File: config.mk
export PLATFORM = sky130hd
export DESIGN_NAME = uart_rx_ext
export DESIGN_NICKNAME = d
export VERILOG_FILES = /design/src/rtl/uart_rx_ext.sv
export SDC_FILE = /design/constraint.sdc
export NUM_CORES = 1
export LEC_CHECK = 0
export ABC_AREA = 1
export BUFFER_PORTS_ARGS = -buffer_cell sky130_fd_sc_hd__buf_2
export CAP_MARGIN = 20
export CORE_MARGIN = 1
export CORE_UTILIZATION = 46
export CTS_BUF_LIST = sky130_fd_sc_hd__clkbuf_4
export DETAILED_ROUTE_END_ITERATION = 8
export GPL_TIMING_DRIVEN = 0
export PLACE_DENSITY = 0.67
export SETUP_SLACK_MARGIN = 0.15
export SYNTH_ARGS = -nofsm -noshare
export SYNTH_HDL_FRONTEND = slang
export SYNTH_SLANG_ARGS = --single-unit
File: constraint.sdc
create_clock -name clk -period 1.3 [get_ports clk]
set_input_delay 0.065 -clock clk [delete_from_list [all_inputs] [get_ports clk]]
set_output_delay 0.065 -clock clk [all_outputs]
set_load 0.1 [all_outputs]
File: src/rtl/uart_rx_ext.sv
// uart_rx_ext: parametrised UART receiver with synchroniser, parity/framing/break detection and held output.
// Define UART_RX_MAJORITY_EN to sample with a 3-tick majority vote instead of a single rx_s sample.
module uart_rx_ext #(
    parameter int DBIT = 8,
    parameter int OVS = 16,
    parameter int PARITY = 0,
    parameter int SB = 1
) (
    input  logic            clk,
    input  logic            reset,
    input  logic            rx,
    input  logic            s_tick,
    input  logic            rd,
    output logic [DBIT-1:0] rx_dout,
    output logic            rx_done_tick,
    output logic            rx_valid,
    output logic            parity_err,
    output logic            frame_err,
    output logic            break_det,
    output logic            overrun
);
    localparam int TW = $clog2(OVS) + 1;
    localparam int BW = $clog2(DBIT);
    typedef enum logic [2:0] {IDLE, START, DATA, PAR, STOP} state_t;
    state_t state;
    logic rx_m, rx_s, low_seen, par_acc, par_bit, perr_n, ferr_n;
    logic samp, hit, last_stop, ferr_f;
    logic [TW-1:0] tick;
    logic [BW-1:0] bcnt;
    logic [DBIT-1:0] data;
`ifdef UART_RX_MAJORITY_EN
    logic [1:0] hist;
    always_ff @(posedge clk or posedge reset)
        if (reset) hist <= '1;
        else if (s_tick) hist <= {hist[0], rx_s};
    assign samp = (rx_s & hist[0]) | (rx_s & hist[1]) | (hist[0] & hist[1]);
`else
    assign samp = rx_s;
`endif
    assign hit = s_tick && tick == (state == START ? TW'(OVS / 2 - 1) : TW'(OVS - 1));
    assign last_stop = bcnt == BW'(SB - 1);
    assign ferr_f = ferr_n | ~samp;
    always_ff @(posedge clk or posedge reset) begin
        if (reset) begin
            {rx_m, rx_s} <= 2'b11;
            state        <= IDLE;
            tick         <= '0;
            bcnt         <= '0;
            data         <= '0;
            low_seen     <= 1'b0;
            par_acc      <= 1'b0;
            par_bit      <= 1'b0;
            perr_n       <= 1'b0;
            ferr_n       <= 1'b0;
            rx_dout      <= '0;
            rx_done_tick <= 1'b0;
            rx_valid     <= 1'b0;
            parity_err   <= 1'b0;
            frame_err    <= 1'b0;
            break_det    <= 1'b0;
            overrun      <= 1'b0;
        end else begin
            rx_m         <= rx;
            rx_s         <= rx_m;
            rx_done_tick <= 1'b0;
            if (rd && rx_valid) begin
                rx_valid <= 1'b0;
                overrun  <= 1'b0;
            end
            if (state != IDLE && s_tick) tick <= hit ? '0 : tick + 1'b1;
            case (state)
                IDLE:
                    if (low_seen) low_seen <= ~rx_s;
                    else if (!rx_s) begin
                        state <= START;
                        tick  <= '0;
                    end
                START:
                    if (hit) begin
                        bcnt    <= '0;
                        par_acc <= 1'b0;
                        par_bit <= 1'b0;
                        perr_n  <= 1'b0;
                        ferr_n  <= 1'b0;
                        state   <= samp ? IDLE : DATA;
                    end
                DATA:
                    if (hit) begin
                        data    <= {samp, data[DBIT-1:1]};
                        par_acc <= par_acc ^ samp;
                        bcnt    <= bcnt == BW'(DBIT - 1) ? '0 : bcnt + 1'b1;
                        if (bcnt == BW'(DBIT - 1)) state <= PARITY != 0 ? PAR : STOP;
                    end
                PAR:
                    if (hit) begin
                        par_bit <= samp;
                        perr_n  <= (par_acc ^ samp) != (PARITY == 1);
                        state   <= STOP;
                    end
                STOP:
                    if (hit) begin
                        if (last_stop) begin
                            // Leave at mid stop bit so the next start edge is caught early.
                            state        <= IDLE;
                            low_seen     <= ~samp;
                            rx_done_tick <= 1'b1;
                            rx_dout      <= data;
                            parity_err   <= perr_n;
                            frame_err    <= ferr_f;
                            break_det    <= ~|data & ~par_bit & ferr_f;
                            rx_valid     <= 1'b1;
                            overrun      <= rx_valid & ~rd;
                        end else begin
                            ferr_n <= ferr_f;
                            bcnt   <= bcnt + 1'b1;
                        end
                    end
                default: state <= IDLE;
            endcase
        end
    end
endmodule
# ---- Yosys cells after proc, flatten, opt, wreduce, memory -nomap -nowiden
# Cells that the tools add are included.
dict set report totals {
  word_cells 110
  ff_bits 40
  latchBits 0
  ram_bits 0
  in_bits 5
  romBits 0
  memories 0
}
dict set report classes {
  n_reduce_logical 21
  magnitude_cmp 0
  div_mod_pow 0
  n_mux 46
  eq_ne 15
  n_shift 0
  bitwise_logic 8
  add_sub_neg 2
  multipliers 0
}
# op count
set op_table {}
lappend op_table {{2-to-1 mux 3 bit} 13}
lappend op_table {{2-to-1 mux 5 bit} 5}
lappend op_table {{2-to-1 mux 1 bit} 19}
lappend op_table {{inequality test 2 bit, second input constant} 9}
lappend op_table {{case mux 3 bit (5 select lines)} 1}
lappend op_table {{AND reduction 3 bit} 4}
lappend op_table {{case mux 1 bit (2 select lines)} 5}
lappend op_table {{case mux 3 bit (3 select lines)} 1}
lappend op_table {{AND reduction 8 bit} 1}
lappend op_table {{nonzero test 2 bit} 4}
lappend op_table {{OR reduction 8 bit} 1}
lappend op_table {{== test 3 x 2 -> 1 bit, second input constant} 2}
lappend op_table {{== test 3 bit, second input constant} 2}
lappend op_table {{zero test 3 bit} 2}
lappend op_table {{nonzero test 3 bit} 2}
lappend op_table {{adder 5 x 1 -> 5 bit, second input constant} 1}
lappend op_table {{== test 5 x 4 -> 1 bit} 1}
lappend op_table {{AND reduction 5 bit} 1}
lappend op_table {{2-to-1 mux 4 bit} 1}
lappend op_table {{AND reduction 4 bit} 1}
lappend op_table {{adder 3 x 1 -> 3 bit, second input constant} 1}
lappend op_table {{bitwise AND 1 bit} 3}
lappend op_table {{== test 3 x 1 -> 1 bit, second input constant} 1}
lappend op_table {{logical AND 1 bit} 3}
lappend op_table {{other kinds (6)} 8}

# ---- Depth between registers and ports, before layout
# Gate-level depths: netlist of run 1.
dict set report depth {
  ltp_word 9
  ltp_mapped 10
}

# ---- Worst setup path after synthesis of run 1
# Ideal clock, no wire load.
dict set report synth_timing {
  path_kind {reg-to-reg}
  startpoint {register tick[0]}
  endpoint {register rx_dout[1]}
  stages_incl_launch_ff 10
  period_less_slack_ns 1.473
  arrival_ns 1.351
  setup_slack_ns -0.173
  t_required_ns 1.178
  setup_time_ns 0.122
  cell_sequence {dfrtp_1 > ha_1 > nand2_1 > nor2_1 > nand3_4 > nor2_4 > inv_2 > buf_6 > nand2_1 > o21ai_2}
}
dict set report synth_via {
  elab_chain_len 3
}
# element line
set synth_rtl {}
lappend synth_rtl {{from (decl)} 28} ;# logic [TW-1:0] tick;
lappend synth_rtl {{from (signal assigned)} 70} ;# if (state != IDLE && s_tick) tick <= hit ? '0 : tick + 1'b1;
lappend synth_rtl {{== test 5 x 4 -> 1 bit} 40} ;# assign hit = s_tick && tick == (state == START ? TW'(OVS / 2 - 1) : TW'(OVS - 1));
lappend synth_rtl {{logical AND 1 bit} 40}
lappend synth_rtl {{AND reduction 3 bit (no source line)} n/a}
lappend synth_rtl {{to (signal assigned)} 107} ;# rx_dout <= data;
lappend synth_rtl {{to (decl)} 14} ;# output logic [DBIT-1:0] rx_dout,
# Every way passes these cells.
# A chain may end at the register's enable or synchronous reset.

# ---- Worst setup path after layout of run 1
dict set report layout_timing {
  startpoint {register state[0]}
  endpoint {register rx_dout[2]}
}
dict set report layout_via {
  elab_chain_len 5
  elab_cells_between_ends 6
  cone_classes {3 x eq/ne; 1 x mux; 2 x reduce/logical}
}
# element line
set layout_rtl {}
lappend layout_rtl {{from (decl)} 25} ;# state_t state;
lappend layout_rtl {{from (signal assigned)} 85} ;# state <= samp ? IDLE : DATA;
lappend layout_rtl {{from (signal assigned)} 92} ;# if (bcnt == BW'(DBIT - 1)) state <= PARITY != 0 ? PAR : STOP;
lappend layout_rtl {{== test 3 x 1 -> 1 bit} 40}
lappend layout_rtl {{2-to-1 mux 4 bit} 40}
lappend layout_rtl {{== test 5 x 4 -> 1 bit} 40}
lappend layout_rtl {{logical AND 1 bit} 40}
lappend layout_rtl {{AND reduction 3 bit (no source line) (*)} n/a}
# Every way passes the cells marked *; elsewhere a longest branch is shown, timed or not.

==> metrics.txt, run 1 <==
status finished, violations left; failing checks negative setup slack; Fin. Hold Viols 0; diode count 0; Final HPWL DP 2330 um; Syn-to-layout area delta 47.1%; Post-Synthesis Cells 224; switching pwr 1430 uW; Post-synth EDFFs 0; via/cell ratio 5.11; Place WS -0.309 ns; Placement Cell Area 2120 sq um; Net Count, Synth 233; Clock power frac 0.179; core area 4060 sq um; Die W 67.3 um; worst-case clock buffer depth 2; largest cells by area after synthesis dfrtp_1 48%, nand2_1 13%, o21ai_2 7.1%; Cell Rows 23; I/O Buffers 18; Worst Path Max Fanout 9; DR iter-0 viols 90; ratio of cells with drive above 1 in the final layout 0.514; CP Data Arrival Time 1.83 ns; Reg2Reg Depth 9; relative slew slack 0.530; post-layout minimum cycle time 1.55 ns; CTS buffer count 5; Remaining DRCs 0; fill count 285; Pwr Total 3580 uW; CP required 1.58 ns; share of synthesized registers carrying an async set or reset 1.00; CTS sink count 40; Worst-Skew Late Latency 0.38 ns; GRT Overall Usage 0.217; Peak VDD IR 1.34 mV; final setup vio count 37; CTS clk-pin slew, worst paths 0.13 ns; count of final max-slew check failures 0; ys flop type dfrtp_1; Final Skew 0.0146 ns; Yosys top cell area share 0.484; Post-Syn Area 1960 sq um; Final period util 1.19; unrepaired setup endpoints after global routing true; post-route ant nets 0; Final Cell Area 2890 sq um; switching share of power 0.400; Initial Utilization 0.484; most common library cells after synthesis 66 x nand2_1, 38 x dfrtp_1, 29 x inv_1; Setup CP Type register to register; HP Class input port to register; Hold Path Origin s_tick; sequential-to-total area share from yosys stat 0.511; Mean Syn Cell Area 8.76 sq um; Max Fclk 645 MHz; Critical path origin state[0]; first-pass GRT wire length 7060 um; register area 1010 sq um; die height 67.3 um; top-count cell post-synth nand2_1; GRT overflow 0; largest net degree at the start of global routing 41; Placer Congestion 0.816; flops & latches, synth 40; cell taking the most area after synthesis dfrtp_1; drt first pass iters 4; CP Capture Type register; hold depth 4; I/O pins 19; CTS tree done; total vias in the final route 1,717; internal power 2150 uW; worst hold slack 0.105 ns; critical path startpoint category register; final wirelength 4570 um; final layout net count 294; setup TNS -6.86 ns; initial antenna violation count 0; Die ar. 4530 sq um; clk root buf clkbuf_4; Worst-Margin Slew 0.705 ns; register share of total power 0.404; Distinct cells, synth 23; Leak Pwr 0.00139 uW; vias in the first global route 1,641; YS warnings 0; worst r2r src state[0]; Max-Cap Viols 0; PD cells 1240 nW/um^2; fin worst setup slack -0.250 ns; Gate power share 0.417; area occupied by multi-input gates 1070 sq um; Routed wire per std cell 13.6 um; H-tree depth 2
state kept, by name, summed over array words and instances, names as in the netlist, 3 cells and up:
| register | cells |
|---|---|
| bcnt | 3 |
| state | 3 |
| data | 8 |
| rx_dout | 8 |
| tick | 5 |
metrics by stage:
stage,cells,utilization
6_report,336,0.712
5_1_grt,336,0.712
4_1_cts,329,0.665
3_5_place_dp,292,0.523
3_3_place_gp,292,0.523
2_1_floorplan,224,-
metal layers:
metal,track usage,vias to the layer above,part of all wire
li1,-,839,-
met1,0.240,826,0.41
met2,0.381,39,0.52
met3,0.0693,13,0.033
met4,0.0878,0,0.037
met5,0,-,0
final cells by class:
type                       instances  area share
timing repair buffer              53       0.177
buffer                             3      0.0143
clock inverter                     3     0.00650
multi-input combinational        149       0.370
inverter                          33      0.0485
clock buffer                       5      0.0130
tap                               50      0.0217
sequential                        40       0.348
logic make-up after synthesis:
| family | Yosys count | synth area share |
|---|---|---|
| flops | 40 | 0.511 |
| compound gates | 36 | 0.125 |
| fa+ha+maj | 4 | 0.0255 |
| xor+xnor | 1 | 0.00446 |
| buf+inv | 36 | 0.0803 |
| simple gates | 107 | 0.254 |
power groups by stage:
stage | Sequential (uW) | Combinational, uW | Clock [uW]
floorplan | 1470 | 650 | 0
global placement | 1470 | 792 | 0
detailed placement | 1480 | 803 | 0
CTS | 1430 | 1190 | 651
global route | 1460 | 1630 | 729
finish | 1450 | 1490 | 643
cells in the final DEF (no fill, tap or decap), types with 3 or more instances in the layout:
cell,count
nor2_4,6
a21oi_1,3
buf_4,26
clkbuf_4,5
nand2_1,40
o21ai_2,19
dlygate4sd3_1,3
a21oi_2,4
inv_1,25
nand3_2,5
nand2_4,8
inv_2,5
nand4_1,6
buf_2,4
nor2_1,5
nand2_2,22
dfrtp_1,36
nand3_1,9
buf_6,18
o21ai_1,4
repair_timing:
action | 4_1_cts | 5_1_grt
hold endpoints to repair | 41 | 0
setup endpoints to repair | 52 | 50
resized for setup | 79 | 42
buffers inserted | 22 | 7
pin swaps | 14 | 12
gates cloned | 4 | 0
hold buffers | 3 | 0
path summary, 6_finish.rpt:
| kind | end | slack, ns |
|---|---|---|
| worst max-delay path | rx_dout[2] | -0.25 |
| worst min-delay path | tick[2] | 0.11 |
| worst max register to register | rx_dout[2] | -0.25 |
| worst min register to register | rx_s | 0.36 |
| max in group asynchronous | state[1] | 0.51 |
| min in group asynchronous | frame_err | 0.31 |
critical path, cell delays in order, from the launching register on:
cell     delay, ns
dfrtp_2       0.47
nor2_4        0.13
nand2_4       0.11
inv_2         0.13
nand2_4       0.07
nor2_4        0.20
inv_4         0.09
buf_6         0.15
nand2_2       0.06
o21ai_2       0.05
(Power assumes the default switching activity.)
==> run 2, diff against run 1 <==
ABC_AREA = default   (was 1)
PLACE_DENSITY = default   (was 0.67)
clock period = 1.6 ns   (was 1.3 ns; I/O delays follow)
==> run 2 against run 1 <==
Net effect:
- fmax shrank 5.4%
- highest routed layer unchanged
- combinational power is essentially flat
- power decreased by 2.8%
- clock power increased by 9.0%
- the flow still finishes with violations (negative setup slack)
- register-to-register slack better by 0.21 ns
- largest power group unchanged
- flip-flop and latch count unchanged
- die area rose by 2.7%
- critical path depth fell by 4
- hold slack gained 0.076 ns
- sequential share of layout area up 1.4 points
- critical path type unchanged
- critical endpoint is now bcnt[0]
- final area is 3.9% lower
- largest cell class unchanged
==> metrics.txt, run 2 <==
CP Capture Type register; fin worst setup slack -0.0382 ns (+0.212 ns); Setup CP Type register to register; Worst Path Max Fanout 6 (-3); Place WS -0.176 ns (+0.133 ns); Net Count, Synth 178 (-24%); GRT overflow 0 (unchanged); most common library cells after synthesis 38 x dfrtp_1, 13 x nand2_1, 9 x mux2_2; final layout net count 234 (-20%); failing checks negative setup slack; final setup vio count 4 (-89%); Final Skew 0.0140 ns (-0.000649 ns); CP Data Arrival Time 1.89 ns (+0.06 ns); Worst-Margin Slew 0.840 ns (+0.135 ns); setup TNS -0.0883 ns (+6.77 ns); sequential-to-total area share from yosys stat 0.497 (-0.0139); Final period util 1.02 (-0.168); final wirelength 4480 um (-2.0%); Die W 68.2 um (+1.4%); critical path startpoint category register; CTS clk-pin slew, worst paths 0.14 ns (about the same); Final HPWL DP 2640 um (+13%); Fin. Hold Viols 0 (unchanged); ys flop type dfrtp_1; PD cells 1260 nW/um^2 (+1.2%); Placement Cell Area 2210 sq um (+4.1%); fill count 311 (+9.1%); CTS sink count 40 (unchanged); Leak Pwr 0.00130 uW (-6.4%); Cell Rows 23 (unchanged); cell taking the most area after synthesis dfrtp_1; I/O pins 19 (unchanged); initial antenna violation count 0 (unchanged); vias in the first global route 1,444 (-12%); commonest cells after routing, fill and taps aside 36 x dfrtp_1, 20 x buf_4, 19 x buf_2; unrepaired setup endpoints after global routing true; CP required 1.85 ns (+0.27 ns); Distinct cells, synth 52 (+130%); Peak VDD IR 0.660 mV (-51%); Remaining DRCs 0 (unchanged); ratio of cells with drive above 1 in the final layout 0.522 (+0.00814); flops & latches, synth 40 (unchanged); post-route ant nets 0 (unchanged); area occupied by multi-input gates 1150 sq um (+7.1%); Top Registers data (8), rx_dout (8), tick (5); Crit path max-delay family flip-flops; Placer Congestion 0.854 (+4.6%); Max-Cap Viols 0 (unchanged); count of final max-slew check failures 0 (unchanged); Yosys top cell area share 0.471 (-0.0132); relative slew slack 0.439 (-0.0903); Max stage delay on crit path 0.47 ns (about the same); drt first pass iters 4 (unchanged); switching share of power 0.368 (-0.0320); H-tree depth 2 (unchanged); largest net degree at the start of global routing 41 (unchanged); share of synthesized registers carrying an async set or reset 1.00 (unchanged); Syn-to-layout area delta 37.5%; commonest non-fill, non-tap cell in the layout dfrtp_1; diode count 0 (unchanged); die height 68.2 um (+1.4%); YS warnings 0 (unchanged); Max Fclk 610 MHz (-5.4%); post-layout minimum cycle time 1.64 ns (+0.0883 ns); top-count cell post-synth dfrtp_1; Clock power frac 0.201 (+0.022); slowest CP cell dfrtp_2; I/O Buffers 18 (unchanged); worst-case clock buffer depth 2 (unchanged); Routed wire per std cell 16.2 um (+19%); core area 4120 sq um (+1.4%); Post-Synthesis Cells 169 (-25%); HP Class input port to register; DR iter-0 viols 56 (-38%); register area 1010 sq um (unchanged); total vias in the final route 1,518 (-12%); register share of total power 0.373 (-0.031); GRT Overall Usage 0.208 (-0.00893); largest cells by area after synthesis dfrtp_1 47%, mux2_2 5.0%, mux2_1 3.3%; CTS buffer count 5 (unchanged); Initial Utilization 0.490 (+0.00661); CTS tree done; Finished Core Util 0.674 (-0.0373); status finished, violations left; Final Cell Area 2780 sq um (-3.9%); Cell Chain, Critical Path buf_6 -> and2b_4 -> nand2_4 -> a31oi_4 -> mux2_4; first-pass GRT wire length 6900 um (-2.2%); Die ar. 4660 sq um (+2.7%); Post-synth EDFFs 0 (unchanged); clk root buf clkbuf_4; internal power 2200 uW (+2.4%); Post-Syn Area 2020 sq um (+2.8%); Worst-Skew Late Latency 0.37 ns (about the same); Mean Syn Cell Area 11.9 sq um (+36%); switching pwr 1280 uW (-11%); Buf+Inv Stages, Crit Path 1 (-2); Gate power share 0.426 (+0.009); via/cell ratio 5.50 (+7.6%)
-- run 2: cell types whose count changed in the layout (fill, tap and decap cells not counted), moves of 15 or more --
cell     previous run  this run
nand2_2            22         2
buf_2               4        19
nand2_1            40         9
inv_1              25         4
mux2_4              0        16
o21ai_2            19         1
-- run 2: what timing repair did --
action,CTS,global route
hold buffers,3,0
setup buffers,20,8
endpoints found under the hold margin,41,0
cloned,0,0
pin swaps,12,12
gates resized for setup,28,28
endpoints found under the setup margin,37,36
-- run 2: per-stage QoR --
| stage | cells | power [uW] | hold slack [ns] |
|---|---|---|---|
| final | 276 | 3480 | 0.181 |
| after floorplan | 169 | 2150 | 0.0845 |
| after global placement | 237 | 2310 | 0.185 |
| after detailed placement | 237 | 2350 | 0.190 |
| after global routing | 276 | 3690 | 0.203 |
| after CTS | 268 | 3370 | 0.195 |
-- run 2: cells by family (layout without fill, tap and decap cells) --
group | after synthesis | count (layout) | synth area share
buf+inv | 14 | 71 | 0.0403
simple gates | 55 | 55 | 0.170
xor+xnor | 4 | 4 | 0.0174
compound gates | 32 | 32 | 0.134
flops | 40 | 40 | 0.497
fa+ha+maj | 4 | 4 | 0.0248
mux | 20 | 20 | 0.116
-- run 2: power groups by stage --
stage	sequential, uW	clock [uW]	combinational, uW
floorplan	1370	0	774
global placement	1290	0	1020
detailed placement	1300	0	1050
CTS	1290	717	1370
global route	1320	762	1610
finish	1300	701	1480
-- run 2: worst register-to-register path, stage by stage (launching register included) --
cell,delay (ns)
dfrtp_2,0.47
buf_6,0.14
and2b_4,0.31
nand2_4,0.06
a31oi_4,0.23
mux2_4,0.33
-- run 2: final cells by class --
cell class,count,area share
buffer,8,0.0307
clock buffer,5,0.0135
clock inverter,3,0.0167
inverter,6,0.00812
multi-input combinational,115,0.413
sequential,40,0.362
tap,50,0.0225
timing repair buffer,49,0.133
-- run 2: layer usage --
metal | up-vias | wire (um) | track usage
li1 | 725 | - | -
met1 | 752 | 2050 | 0.257
met2 | 36 | 2250 | 0.352
met3 | 5 | 130 | 0.0500
met4 | 0 | 50 | 0.0703
met5 | - | 0 | 0
-- run 2: worst paths after layout --
| path | start | to | slack (ns) | depth (start not counted) |
|---|---|---|---|---|
| worst max-delay path | state[2] | bcnt[0] | -0.04 | 5 |
| worst min-delay path | s_tick | tick[3] | 0.18 | 4 |
| max in group asynchronous | reset | state[1] | 0.59 | 3 |
| min in group asynchronous | reset | par_bit | 0.41 | 3 |
| worst min register to register | rx_m | rx_s | 0.37 | 0 |
| worst max register to register | state[2] | bcnt[0] | -0.04 | 5 |
